`src/rtl/icache_pkg.sv`:
```
// Shared types and constants for the instruction-cache controller.
// Victim selection lives here so the controller and any future users agree on it.
package icache_pkg;

  typedef enum logic [1:0] {
    IDLE   = 2'd0,
    LOOKUP = 2'd1,
    CHECK  = 2'd2,
    FETCH  = 2'd3
  } icache_state_t;

  localparam logic WAY0 = 1'b0;
  localparam logic WAY1 = 1'b1;

  localparam int COUNT_W = 32;

  // Prefer an empty way before evicting the LRU way.
  function automatic logic pick_victim(input logic [1:0] valid, input logic lru);
    logic way;
    if (!valid[0]) begin
      way = WAY0;
    end else if (!valid[1]) begin
      way = WAY1;
    end else begin
      way = lru;
    end
    return way;
  endfunction

endpackage

```
`src/rtl/icache_perf_cnt.sv`:
```
// Saturating hit/miss counter pair for the instruction-cache controller.
// Only instantiated when ICACHE_PERF_CNT_EN is defined.
module icache_perf_cnt
  import icache_pkg::*;
(
  input  logic               clk,
  input  logic               rst,
  input  logic               hit_inc,
  input  logic               miss_inc,
  output logic [COUNT_W-1:0] hit_count,
  output logic [COUNT_W-1:0] miss_count
);

  localparam logic [COUNT_W-1:0] CNT_ONE = COUNT_W'(1);

  logic [1:0] inc;
  assign inc = {miss_inc, hit_inc};

  // Index 0 counts hits, index 1 counts misses; both stick at all-ones.
  for (genvar gi = 0; gi < 2; gi++) begin : g_cnt
    logic [COUNT_W-1:0] cnt_reg;
    always_ff @(posedge clk or negedge rst) begin
      if (!rst) begin
        cnt_reg <= '0;
      end else if (inc[gi] && (cnt_reg != '1)) begin
        cnt_reg <= cnt_reg + CNT_ONE;
      end
    end
  end

  assign hit_count  = g_cnt[0].cnt_reg;
  assign miss_count = g_cnt[1].cnt_reg;

endmodule

```
`src/rtl/icache_control.sv`:
```
// Two-way instruction-cache controller: lookup, hit response, miss line fill.
// Define ICACHE_PERF_CNT_EN to add the hit_count/miss_count ports.
module icache_control
  import icache_pkg::*;
(
  input  logic       clk,
  input  logic       rst,
  input  logic       mem_read,
  output logic       mem_resp,
  input  logic [1:0] hit_datapath,
  input  logic [1:0] valid_out,
  input  logic       lru_output,
  output logic       pmem_read,
  input  logic       pmem_resp,
  output logic       write_enable_0,
  output logic       write_enable_1,
  output logic [1:0] load_tag,
  output logic [1:0] load_valid,
  output logic       load_lru,
  output logic       set_lru
`ifdef ICACHE_PERF_CNT_EN
  ,
  output logic [COUNT_W-1:0] hit_count,
  output logic [COUNT_W-1:0] miss_count
`endif
);

  icache_state_t state_reg, state_next;
  logic          victim_reg, victim_next;
  logic          fill;
  logic [1:0]    way_fill;

  always_ff @(posedge clk or negedge rst) begin
    if (!rst) begin
      state_reg  <= IDLE;
      victim_reg <= WAY0;
    end else begin
      state_reg  <= state_next;
      victim_reg <= victim_next;
    end
  end

  always_comb begin
    state_next  = state_reg;
    victim_next = victim_reg;
    mem_resp    = 1'b0;
    pmem_read   = 1'b0;
    fill        = 1'b0;
    load_lru    = 1'b0;
    set_lru     = 1'b0;
    case (state_reg)
      IDLE: begin
        if (mem_read) state_next = LOOKUP;
      end
      LOOKUP: begin
        state_next = mem_read ? CHECK : IDLE;
      end
      CHECK: begin
        if (!mem_read) begin
          state_next = IDLE;
        end else if (hit_datapath != 2'b00) begin
          // A dual hit is resolved to way 0, so way 0 only needs hit_datapath[0].
          mem_resp   = 1'b1;
          load_lru   = 1'b1;
          set_lru    = hit_datapath[0] ? ~WAY0 : ~WAY1;
          state_next = IDLE;
        end else begin
          victim_next = pick_victim(valid_out, lru_output);
          state_next  = FETCH;
        end
      end
      FETCH: begin
        pmem_read = 1'b1;
        if (pmem_resp) begin
          fill       = 1'b1;
          load_lru   = 1'b1;
          set_lru    = ~victim_reg;
          mem_resp   = 1'b1;
          state_next = IDLE;
        end
      end
      default: state_next = IDLE;
    endcase
  end

  for (genvar gi = 0; gi < 2; gi++) begin : g_way
    assign way_fill[gi] = fill && (victim_reg == 1'(gi));
  end

  assign write_enable_0 = way_fill[0];
  assign write_enable_1 = way_fill[1];
  assign load_tag       = way_fill;
  assign load_valid     = way_fill;

`ifdef ICACHE_PERF_CNT_EN
  logic hit_inc, miss_inc;
  assign hit_inc  = (state_reg == CHECK) && mem_read && (hit_datapath != 2'b00);
  assign miss_inc = (state_reg == CHECK) && mem_read && (hit_datapath == 2'b00);

  icache_perf_cnt u_perf_cnt (
    .clk        (clk),
    .rst        (rst),
    .hit_inc    (hit_inc),
    .miss_inc   (miss_inc),
    .hit_count  (hit_count),
    .miss_count (miss_count)
  );
`endif

endmodule

```
`config.mk`:
```
export PLATFORM = sky130hd
export DESIGN_NAME = icache_control
export DESIGN_NICKNAME = d
export VERILOG_FILES = /design/src/rtl/icache_pkg.sv /design/src/rtl/icache_perf_cnt.sv /design/src/rtl/icache_control.sv
export SDC_FILE = /design/constraint.sdc
export NUM_CORES = 1
export LEC_CHECK = 0
export BUFFER_PORTS_ARGS = -buffer_cell sky130_fd_sc_hd__clkbuf_2
export CORE_AREA = 2 2 39 41
export CTS_CLUSTER_SIZE = 24
export DETAILED_ROUTE_END_ITERATION = 8
export DIE_AREA = 0 0 41 43
export PLACE_DENSITY = 0.54
export SLEW_MARGIN = 20
export SYNTH_ARGS = -nofsm -noshare
export SYNTH_HDL_FRONTEND = slang
export SYNTH_SLANG_ARGS = --single-unit
export TNS_END_PERCENT = 30
```
`constraint.sdc`:
```
create_clock -name clk -period 1.6 [get_ports clk]
set_input_delay 0.4 -clock clk [delete_from_list [all_inputs] [get_ports clk]]
set_output_delay 0.4 -clock clk [all_outputs]
set_load 0.005 [all_outputs]
```
==> metrics.txt <==
FF+latch count, synth 3; Area Growth Syn to Fin 59.7%; Die Area 1760 sq um; vias in the first global route 256; Seq pwr share 32.2%; Max Cap Viol 0; Critical Path Fanout Max 5; Root Driver clkbuf_4; Leakage 0.228 nW; core footprint 1380 sq um; Setup violations, final 0; Antenna diodes 0; Tightest Pin Transition 214 ps; Synth Instances 31; synthesized area per cell 8.11 sq um; TritonCTS sink count 3; Net Count, Synth 40; status completed; DR pass1 iterations 2; gr usage total 8.03%; Clock transition at path regs 40 ps; Clock Latency Late Sink 240 ps; DRT Wirelength 580 um; CP startpoint kind flop; Peak VDD IR 0.178 mV; clk buf depth 2; hold_ws 404 ps; Reg-to-Reg End state_reg[1]$_DFFE_PN0P_; dpl hpwl approximately 430 um; Die Height 43 um; Inst Count DP 60; r2r setup slk 560 ps; share of layout cells above drive strength 1 63.5%; DR iter-0 viols 2; critical path required time ~1200 ps; Die W 41 um; max FFs per register 2; IO buf count 18; Hold Path Cell Cnt 2; min Tclk post-route about 1600 ps; Psw between 0.1 and 0.15 mW; Netlist cell types 16; first-pass GRT wire length 910 um; fin cells 68; Comb pwr share 30.1%; internal power roughly 0.25 mW; routed vias/inst 4.07; CTS buffer count 3; finished layout cell area roughly 400 sq um; initial antenna violation count 0; post-synthesis sequential area ratio 29.9%; hold wc startpoint pmem_resp; gr ovfl total 0; post-route DRC violation count 0; hold path endpoint state_reg[0]$_DFFE_PN0P_; via count 277; clock share of power 37.8%; CTS tree built; crit path kind flop to output port; largest net degree at the start of global routing 8; origin of the critical flop-to-flop path state_reg[0]$_DFFE_PN0P_; Switching Fraction 30.3%; Synth Warn # 0; clock skew after layout 2.64 ps; unrepaired setup endpoints after global routing yes; # fillers roughly 160; I/O pin cnt 19; Power Density 909 nW/um^2; Mapped Area 251 sq um; relative slew slack 85.7%; reg2reg path depth 4; routability cong. approximately 0.7; initial core utilization 18.2%; routed length per placed instance 8.53 um; Clock H-tree levels 1; Placed Area 324 sq um; Rows 14; number of nets in the layout 62; Fin. Hold Viols 0; Core Util, Final between 20 and 30%; Final ANT Viol Nets 0; fmax 0.640 GHz; Final period util 97.7%; fin. max-slew vios 0; Arr. time, crit path ~1200 ps; Hold Crit Class input port to flop; crit end category output port
==> cells in the final DEF (no fill, tap or decap) <==
master / netlist / routed
clkbuf_2: 0 / 18
clkbuf_4: 0 / 3
buf_4: 5 / 3
nand2_1: 3 / 2
and3_1: 2 / 2
inv_1: 2 / 2
o22ai_1: 2 / 2
nor2b_1: 2 / 2
o21ai_0: 3 / 2
dfrtp_2: 0 / 2
nand2_2: 0 / 1
inv_2: 1 / 1
nor2_2: 1 / 1
nand2b_4: 0 / 1
o21ai_2: 0 / 1
and2_4: 0 / 1
and2_1: 2 / 1
nor4b_2: 1 / 1
o21ai_1: 1 / 1
nand4b_1: 1 / 1
mux2i_1: 1 / 1
clkbuf_1: 0 / 1
dlygate4sd3_1: 0 / 1
dfrtp_1: 3 / 1
==> timing repair <==
action	in CTS	in global routing
setup endpoints to repair	6	8
pin swaps	0	1
hold buffers	1	0
resized for setup	3	4
hold endpoints to repair	3	0
setup buffers	2	1
==> stage by stage <==
stage,TNS (ps),total power [mW],setup WS (ps)
global placement,0,0.197,180
finish,0,0.365,37.5
CTS,0,0.359,21.6
detailed placement,0,0.196,180
floorplan,0,0.164,249
global route,-10.6,0.392,-8.16
==> final cells by class <==
type                       instances  area [sq um]  area share, %
sequential                         3          77.6           19.3
inverter                           3          11.3           2.80
multi-input combinational         20           144           35.8
tap                               16          20.0           4.98
timing repair buffer              22           123           30.5
clock buffer                       4          26.3           6.54
==> cells in the mapped netlist <==
cell type	number	area share, %
nand4b_1	1	3.5
inv_2	1	1.5
nor2b_1	2	5.0
nor2_2	1	2.5
o22ai_1	2	5.0
dfrtp_1	3	30
o21ai_0	3	6.0
mux2i_1	1	4.0
nor4b_2	1	6.0
nand2_1	3	4.5
o21ai_1	1	2.0
and3_1	2	5.0
buf_4	5	15
nand2b_1	1	2.5
and2_1	2	5.0
inv_1	2	3.0
==> power by group through the flow <==
stage | Combinational [mW] | Sequential (mW) | Clock (mW)
6_report | 0.110 | 0.117 | 0.138
5_1_grt | 0.123 | 0.121 | 0.148
4_1_cts | 0.0995 | 0.116 | 0.143
3_5_place_dp | 0.0772 | 0.119 | 0
3_3_place_gp | 0.0783 | 0.119 | 0
2_1_floorplan | 0.0526 | 0.111 | 0
==> per-layer routing <==
layer | part of all wire (%) | global-route usage [%]
met1 | 38 | 8.36
met2 | 51 | 11.6
met3 | 8.3 | 1.05
met4 | 2.9 | 10.0
met5 | 0 | 0
==> critical path, cell delays in order, from the launching register on <==
cell      delay [ps]
dfrtp_2          420
nand2b_4         150
o21ai_2          100
and2_4           150
clkbuf_2         100
==> worst max-delay path by stage <==
stage	startpoint	endpoint	slack, ps	cells past startpoint
detailed placement	hit_datapath[1]	mem_resp	180	5
floorplan	state_reg[0]$_DFFE_PN0P_	mem_resp	250	4
global placement	hit_datapath[1]	mem_resp	180	5
finish	state_reg[0]$_DFFE_PN0P_	mem_resp	40	4
global route	state_reg[0]$_DFFE_PN0P_	mem_resp	-8	4
CTS	state_reg[1]$_DFFE_PN0P_	load_valid[1]	20	4
==> cell families (layout without fill, tap and decap cells) <==
| family | count (synthesis) | in the layout | share of synthesized area (%) |
|---|---|---|---|
| and+or+nand+nor | 13 | 13 | 33.8 |
| buffers and inverters | 8 | 29 | 19.4 |
| AOI/OAI and AO/OA | 6 | 6 | 12.9 |
| DFF | 3 | 3 | 29.8 |
| muxes | 1 | 1 | 3.98 |
Note: power is estimated with default switching activity, not from simulation.
